## src/rtl/bp_be_fp_fwd_pipe.sv

```systemverilog
// FP completion/forwarding pipe feeding the FP bypass network and the FP regfile write port.
// Optional NaN-boxing of single-precision results: define BP_BE_FP_FWD_NANBOX_EN.
module bp_be_fp_fwd_pipe #(
    parameter int fwd_els_p      = 4,
    parameter int late_stage_p   = 1,
    parameter int commit_stage_p = 2
) (
    input  logic                      clk_i,
    input  logic                      reset_i,

    input  logic                      v_i,
    output logic                      ready_o,
    input  logic [4:0]                rd_addr_i,
    input  logic [63:0]               rd_data_i,
    input  logic                      rd_data_v_i,
    input  logic                      sp_i,

    input  logic                      late_v_i,
    input  logic [63:0]               late_data_i,

    input  logic                      flush_i,

    output logic [fwd_els_p-1:0]      fwd_rd_v_o,
    output logic [fwd_els_p*5-1:0]    fwd_rd_addr_o,
    output logic [fwd_els_p*64-1:0]   fwd_rd_o,

    output logic                      wb_v_o,
    input  logic                      wb_ready_i,
    output logic [4:0]                wb_addr_o,
    output logic [63:0]               wb_data_o
);

    localparam int unsigned last_lp = fwd_els_p - 1;

`ifdef BP_BE_FP_FWD_NANBOX_EN
    localparam bit nanbox_en_lp = 1'b1;
`else
    localparam bit nanbox_en_lp = 1'b0;
`endif

    logic [fwd_els_p-1:0] v_q, dv_q, sp_q;
    logic [4:0]           addr_q [fwd_els_p];
    logic [63:0]          data_q [fwd_els_p];

    logic [fwd_els_p-1:0] v_n, dv_n, sp_n;
    logic [4:0]           addr_n [fwd_els_p];
    logic [63:0]          data_n [fwd_els_p];

    logic        stall;
    logic        late_hit;
    int unsigned late_tgt;

    assign stall   = wb_v_o & ~wb_ready_i;
    assign ready_o = ~stall;

    assign late_hit = late_v_i & v_q[late_stage_p];
    assign late_tgt = stall ? late_stage_p : late_stage_p + 1;

    // Shift (or hold), then apply the late fill at the entry's post-shift position,
    // then flush the uncommitted stages of the resulting state.
    always_comb begin
        v_n    = v_q;
        dv_n   = dv_q;
        sp_n   = sp_q;
        addr_n = addr_q;
        data_n = data_q;

        if (!stall) begin
            v_n[0]    = v_i;
            dv_n[0]   = rd_data_v_i;
            sp_n[0]   = sp_i;
            addr_n[0] = rd_addr_i;
            data_n[0] = rd_data_i;
            for (int unsigned i = 1; i < fwd_els_p; i++) begin
                v_n[i]    = v_q[i-1];
                dv_n[i]   = dv_q[i-1];
                sp_n[i]   = sp_q[i-1];
                addr_n[i] = addr_q[i-1];
                data_n[i] = data_q[i-1];
            end
        end

        for (int unsigned i = 0; i < fwd_els_p; i++) begin
            if (late_hit && (i == late_tgt)) begin
                data_n[i] = late_data_i;
                dv_n[i]   = 1'b1;
            end
        end

        if (flush_i) begin
            for (int unsigned i = 0; i < commit_stage_p; i++) begin
                v_n[i] = 1'b0;
            end
        end
    end

    always_ff @(posedge clk_i or posedge reset_i) begin
        if (reset_i) begin
            v_q  <= '0;
            dv_q <= '0;
            sp_q <= '0;
            for (int unsigned i = 0; i < fwd_els_p; i++) begin
                addr_q[i] <= '0;
                data_q[i] <= '0;
            end
        end else begin
            v_q    <= v_n;
            dv_q   <= dv_n;
            sp_q   <= sp_n;
            addr_q <= addr_n;
            data_q <= data_n;
        end
    end

    always_comb begin
        fwd_rd_v_o    = '0;
        fwd_rd_addr_o = '0;
        fwd_rd_o      = '0;
        for (int unsigned i = 0; i < fwd_els_p; i++) begin
            fwd_rd_v_o[i]          = v_q[i] & dv_q[i];
            fwd_rd_addr_o[i*5 +: 5] = addr_q[i];
            fwd_rd_o[i*64 +: 64]   = (nanbox_en_lp && sp_q[i])
                                     ? {32'hFFFF_FFFF, data_q[i][31:0]} : data_q[i];
        end
    end

    assign wb_v_o    = v_q[last_lp] & dv_q[last_lp];
    assign wb_addr_o = addr_q[last_lp];
    assign wb_data_o = fwd_rd_o[last_lp*64 +: 64];

    a_no_double_completion: assert property (@(posedge clk_i) disable iff (reset_i)
        !(late_v_i && v_q[late_stage_p] && dv_q[late_stage_p]));

    a_no_pending_writeback: assert property (@(posedge clk_i) disable iff (reset_i)
        !(v_q[last_lp] && !dv_q[last_lp]));

endmodule
```

## config.mk

```make
export PLATFORM = sky130hd
export DESIGN_NAME = bp_be_fp_fwd_pipe
export DESIGN_NICKNAME = d
export VERILOG_FILES = /design/src/rtl/bp_be_fp_fwd_pipe.sv
export SDC_FILE = /design/constraint.sdc
export NUM_CORES = 1
export LEC_CHECK = 0
export CAP_MARGIN = 20
export CELL_PAD_IN_SITES_DETAIL_PLACEMENT = 0
export CELL_PAD_IN_SITES_GLOBAL_PLACEMENT = 1
export CORE_MARGIN = 3
export CORE_UTILIZATION = 34
export DETAILED_ROUTE_END_ITERATION = 10
export PLACE_DENSITY_LB_ADDON = 0.1
export SLEW_MARGIN = 15
export SYNTH_ARGS = -nofsm -noshare
export SYNTH_HDL_FRONTEND = slang
export SYNTH_SLANG_ARGS = --single-unit
```

## constraint.sdc

```tcl
create_clock -name clk_i -period 12 [get_ports clk_i]
set_input_delay 3 -clock clk_i [delete_from_list [all_inputs] [get_ports clk_i]]
set_output_delay 3 -clock clk_i [all_outputs]
set_load 0.1 [all_outputs]
```

==> qor.csv, run 1 <==
stage,metric,value,unit
flow_run,maxcap violations,0,
worst_hold_path,worst hold stages,1,
power_and_ir_drop,clock power share,26.5,%
logic_synthesis,Seq cells post-synth,284,
placement,Placed Instance Area,0.0168,mm2
floorplanning,die height,199,um
clocking,TritonCTS Buffers,35,
clocking,deepest clock path buffer count,3,
logic_synthesis,Area contributors post-synth,"dfrtp_1, mux2_4, buf_4, mux2i_1, a21oi_1",
placement,detailed placer's ending HPWL,25000,um
worst_hold_path,sink of the worst hold path,dv_q[3],
floorplanning,die span in x,199,um
layout,Final Cell Area,0.0179,mm2
clocking,Clock Latency Late Sink,500,ps
power_and_ir_drop,sequential power share,30.7,%
sta,Final setup viols,0,
setup_path,WS Path Type,in -> out,
drt,Final ANT Viol Nets,0,
clocking,cts-stage hold buffer count,0,
drt,Pre-antenna DRT Iters,4,
clocking,H-tree depth,2,
power_and_ir_drop,Comb power frac,42.8,%
setup_path,crit start category,input pin,
sta,RSZ-0062 raised after global routing,false,
logic_synthesis,Post-synth EDFFs,0,
logic_synthesis,area share of the largest cell type after synthesis,56.3,%
drt,Detailed Route WL,35000,um
clocking,register clock-pin slew on the reported worst setup and hold paths,50,ps
setup_path,worst-path fanout max,2,
floorplanning,Core Rows,69,
setup_path,R2R Path Start,v_q[3],
sta,Slew Limit Fails,0,
global_route,first-pass GRT wire length,52100,um
logic_synthesis,post-synthesis net count,1099,
logic_synthesis,Synth Flop Type,dfrtp_1,
power_and_ir_drop,Sw Share,45.5,%
logic_synthesis,Mean Syn Cell Area,13.2,um2
global_route,GRT Total Usage,17.0,%
drt,routed vias,8069,
floorplanning,Top Ports,492,
worst_hold_path,Hold Startpoint,dv_q[2],
logic_synthesis,synthesized area,0.0126,mm2
logic_synthesis,Synth top cells by count,"dfrtp_1, mux2_4, buf_4",
setup_path,WP data arrival,4830,ps
placement,GP Congestion,0.740,
sta,skew final,11.1,ps
setup_path,CP required,9000,ps
floorplanning,core outline area,0.0361,mm2
sta,Final WS setup,4170,ps
sta,Rel. slew slack,25.5,%
logic_synthesis,"area leader, netlist",dfrtp_1,
sta,final hold vios,0,
drt,Iter 0 DRT Violations,317,
sta,Final Cycle Share,65.3,%
logic_synthesis,"Seq/Total Area, Yosys",56.3,%
logic_synthesis,"Async S/R FF share, synth",100,%
setup_path,R2R cell count,6,
power_and_ir_drop,Peak VDD IR,0.000121,V
global_route,vias in the first global route,8382,
layout,Nets,1449,
placement,post-place setup slack,4160,ps
logic_synthesis,Mapped Cells,958,
drt,DR WL/cell,19.6,um
drt,detailed-route DRC error count,0,
clocking,clk sinks,284,
worst_hold_path,Hold WC Path Type,reg -> reg,
global_route,GRT overflow,0,
setup_path,reg2reg setup slack,8520,ps
global_route,largest net degree at the start of global routing,194,
drt,Avg Vias per Cell,4.51,
floorplanning,Starting Density,35.0,%
clocking,post-CTS setup buffers,0,
global_route,initial antenna violation count,0,
sta,min Tclk post-route,7830,ps
logic_synthesis,Syn. warnings,0,
setup_path,Reg-to-Reg End,fwd_rd_o[2],
outcome,run status,finished clean,
floorplanning,die area,0.0395,mm2
power_and_ir_drop,P_leak,8.47,nW
placement,IO buf count,490,
power_and_ir_drop,PD cells,212,mW/mm2
clocking,CTS tree,done,
logic_synthesis,Netlist cell types,17,
power_and_ir_drop,Pint,0.00206,W
clocking,post-CTS sizing,0,
sta,transition time of the tightest slew-check pin,1110,ps
power_and_ir_drop,Psw,0.00172,W
sta,maximum clock frequency,128,MHz
logic_synthesis,"count leader, synth",dfrtp_1,
layout,layout cell share with drive strength beyond 1,15.8,%
layout,Layout area overhead,41.5,%
sta,setup tns final,0,ps
setup_path,Critical Path End Type,primary output,
setup_path,CP startpoint,wb_ready_i,
clocking,root buffer selected by CTS,clkbuf_16,
-- registers in the layout (all words and copies together), names as in the netlist --
signal,flops
dv_q,4
fwd_rd_addr_o,15
fwd_rd_o,192
v_q,4
wb_addr_o,5
wb_data_o,64
-- routing by layer --
metal,vias to the layer above,global-route usage [%],wire [um]
li1,3799,-,-
met1,3933,20.7,13900
met2,288,29.2,17400
met3,49,5.78,3020
met4,0,4.32,708
met5,-,0,0
-- cell usage in the layout (no fill, tap or decap) --
| master | instances |
|---|---|
| clkdlybuf4s50_1 | 490 |
| dfrtp_1 | 284 |
| mux2_4 | 140 |
| nor2_1 | 67 |
| mux2i_1 | 66 |
| a21oi_1 | 66 |
| nand2_1 | 65 |
| o21ai_0 | 65 |
| clkbuf_16 | 37 |
| mux2_2 | 10 |
| clkbuf_1 | 7 |
| buf_4 | 7 |
| clkbuf_8 | 6 |
| clkinv_2 | 5 |
| and2_1 | 4 |
| nand2b_1 | 2 |
| buf_12 | 2 |
| diode_2 | 1 |
| nand3b_1 | 1 |
| nand2_4 | 1 |
| inv_8 | 1 |
| bufinv_16 | 1 |
-- power by group through the flow --
stage	clock (W)	combinational, W	sequential [W]
after floorplan	0	0.000775	0.00171
after global placement	0	0.00163	0.00117
after detailed placement	0	0.00163	0.00118
after CTS	0.00104	0.00163	0.00116
after global routing	0.00108	0.00166	0.00118
final	0.00100	0.00162	0.00116
-- critical path: stages --
cell and delay, ps:
clkdlybuf4s50_1 450, nand3b_1 200, clkdlybuf4s50_1 1180
-- cells by family after synthesis --
logic type / share of synthesized area, %
DFF: 56.3
AOI/OAI and AO/OA: 5.19
and+or+nand+nor: 4.33
buffers and inverters: 11.4
muxes: 22.8
-- how the worst max path moves through the flow --
stage / cells past startpoint / end / slack (ps)
final: 3 / ready_o / 4170
after global placement: 3 / ready_o / 4140
after global routing: 3 / ready_o / 4130
after floorplan: 1 / dv_q[0] / 1160
after detailed placement: 3 / ready_o / 4160
after CTS: 3 / ready_o / 4140
-- cell type report --
class / instances / area (um2)
fillers: 3300 / 18200
flip-flops and latches: 284 / 7110
clock buffers: 50 / 1030
diodes: 1 / 2.50
repair buffers: 499 / 5000
well taps: 461 / 577
clock inverters: 6 / 55.1
multi-input cells: 487 / 4080
inverters: 1 / 11.3
-- metrics by stage --
step                hold slack [ps]  utilization, %  std cells  total power [W]
finish                          483            49.5       1789          0.00378
floorplan                       445               -        958          0.00249
global route                    516            49.5       1788          0.00392
global placement                462            46.4       1731          0.00280
CTS                             481            49.4       1787          0.00383
detailed placement              468            46.4       1731          0.00281
(Power assumes the default switching activity.)
==> run 2, diff against run 1 <==
clock period = 7.25 ns   (was 12 ns; I/O delays follow)
==> run 2 against run 1 <==
Core utilization up 0.38 points. Highest routed layer is now met5. Sequential share of layout area down 0.30 points. Critical path depth unchanged. Via count up 0.58%.
==> qor.csv, run 2 (synthesis results as in run 1) <==
stage,metric,value,unit,change
drt,Pre-antenna DRT Iters,4,,unchanged
outcome,run status,finished clean,,unchanged
setup_path,crit start category,input pin,,unchanged
floorplanning,die span in x,199,um,unchanged
layout,Reg area,0.00711,mm2,unchanged
drt,Final ANT Viol Nets,0,,unchanged
setup_path,WS Path Type,in -> out,,unchanged
layout,most common library cell in the layout ignoring fill and taps,clkdlybuf4s50_1,,unchanged
clocking,CTS tree,done,,unchanged
floorplanning,Top Ports,492,,unchanged
setup_path,Critical Path End Type,primary output,,unchanged
layout,Final Cell Area,0.0180,mm2,was 0.0179 mm2
power_and_ir_drop,Sw Share,44.7,%,was 45.5%
sta,final hold vios,0,,unchanged
clocking,clk sinks,284,,unchanged
clocking,register clock-pin slew on the reported worst setup and hold paths,50,ps,about the same
clocking,cts-stage hold buffer count,0,,unchanged
global_route,initial antenna violation count,3,,was 0
sta,Slew Limit Fails,0,,unchanged
floorplanning,Starting Density,35.0,%,unchanged
power_and_ir_drop,PD cells,355,mW/mm2,was 212 mW/mm2
global_route,first-pass GRT wire length,52500,um,"was 52,100 um"
sta,Final Cycle Share,63.6,%,
sta,min Tclk post-route,4610,ps,
clocking,root buffer selected by CTS,clkbuf_16,,unchanged
layout,Layout area overhead,42.6,%,was 41.5%
sta,Final setup viols,0,,unchanged
layout,Nets,1448,,"was 1,449"
global_route,vias in the first global route,8460,,"was 8,382"
setup_path,WP data arrival,2800,ps,was 4830 ps
layout,most frequent cells in the layout,"clkdlybuf4s50_1, dfrtp_1, mux2_4",,unchanged
sta,skew final,8.65,ps,was 11.1 ps
layout,fillers,3245,,"was 3,300"
clocking,H-tree depth,2,,unchanged
sta,Rel. slew slack,27.4,%,was 25.5%
layout,max reg flops,192,,unchanged
global_route,GRT Total Usage,17.2,%,was 17.0%
setup_path,worst-path fanout max,2,,unchanged
layout,layout cell share with drive strength beyond 1,16.2,%,was 15.8%
floorplanning,die area,0.0395,mm2,unchanged
power_and_ir_drop,Psw,0.00286,W,was 0.00172 W
floorplanning,die height,199,um,unchanged
placement,detailed placer's ending HPWL,24700,um,"was 25,000 um"
clocking,post-CTS setup buffers,0,,unchanged
clocking,post-CTS sizing,0,,unchanged
global_route,GRT overflow,0,,unchanged
setup_path,CP required,5440,ps,was 9000 ps
drt,DR WL/cell,19.5,um,was 19.6 um
drt,Iter 0 DRT Violations,362,,was 317
placement,post-place setup slack,2390,ps,was 4160 ps
placement,GP Congestion,0.732,,was 0.740
clocking,deepest clock path buffer count,3,,unchanged
power_and_ir_drop,sequential power share,30.0,%,was 30.7%
worst_hold_path,Hold WC Path Type,reg -> reg,,unchanged
layout,area occupied by multi-input gates,0.00408,mm2,unchanged
sta,transition time of the tightest slew-check pin,1090,ps,was 1110 ps
power_and_ir_drop,Pint,0.00354,W,was 0.00206 W
floorplanning,Core Rows,69,,unchanged
clocking,Clock Latency Late Sink,490,ps,was 500 ps
power_and_ir_drop,P_leak,8.53,nW,was 8.47 nW
drt,routed vias,8116,,"was 8,069"
power_and_ir_drop,Peak VDD IR,0.000167,V,was 0.000121 V
global_route,largest net degree at the start of global routing,206,,was 194
drt,Avg Vias per Cell,4.53,,was 4.51
power_and_ir_drop,clock power share,28.1,%,was 26.5%
clocking,TritonCTS Buffers,35,,unchanged
sta,Final WS setup,2640,ps,was 4170 ps
power_and_ir_drop,Comb power frac,41.9,%,was 42.8%
sta,RSZ-0062 raised after global routing,false,,unchanged
flow_run,maxcap violations,0,,unchanged
drt,detailed-route DRC error count,0,,unchanged
sta,setup tns final,0,ps,unchanged
placement,Placed Instance Area,0.0168,mm2,about the same
sta,maximum clock frequency,217,MHz,
placement,IO buf count,490,,unchanged
drt,Detailed Route WL,34900,um,"was 35,000 um"
floorplanning,core outline area,0.0361,mm2,unchanged
==> run 2: cell type report <==
type                    instances  area share [%]
clock buffers                  53            6.09
flip-flops and latches        284            39.5
clock inverters                 7           0.625
well taps                     461            3.20
inverters                       1          0.0417
diodes                          1          0.0139
repair buffers                498            27.9
multi-input cells             487            22.7
==> run 2: through the flow <==
stage	total power (W)	hold slack (ps)	util, %	std cells
after global routing	0.00663	508	49.9	1792
after global placement	0.00464	466	46.5	1730
after floorplan	0.00412	445	-	958
after CTS	0.00649	477	49.8	1790
final	0.00640	475	49.9	1792
after detailed placement	0.00465	465	46.5	1730
==> run 2: worst paths after layout <==
kind / from / endpoint / slack, ps / cells past startpoint
max: wb_ready_i / ready_o / 2640 / 3
min: v_q[2] / v_q[3] / 470 / 1
max reg2reg: v_q[3] / fwd_rd_addr_o[3] / 4450 / 4
min reg2reg: v_q[2] / v_q[3] / 470 / 1
max in group asynchronous: reset_i / fwd_rd_o[60] / 4610 / 3
min in group asynchronous: reset_i / wb_data_o[57] / 1590 / 2
==> run 2: power groups by stage <==
stage	Clock [W]	Combinational, W	Sequential (W)
after CTS	0.00186	0.00270	0.00193
final	0.00180	0.00268	0.00192
after global placement	0	0.00270	0.00194
after global routing	0.00192	0.00275	0.00195
after detailed placement	0	0.00270	0.00195
after floorplan	0	0.00128	0.00284
==> run 2: routing by layer <==
| layer | global-route usage [%] | vias up | wire length (um) |
|---|---|---|---|
| met5 | 0 | - | 33 |
| met3 | 6.05 | 50 | 2950 |
| li1 | - | 3823 | - |
| met4 | 4.66 | 4 | 760 |
| met1 | 21.5 | 3944 | 14100 |
| met2 | 28.5 | 295 | 17000 |
==> run 2: worst max-delay path, cell delays in order <==
cell and delay [ps]:
clkdlybuf4s50_1 460, nand3b_1 180, buf_4 330
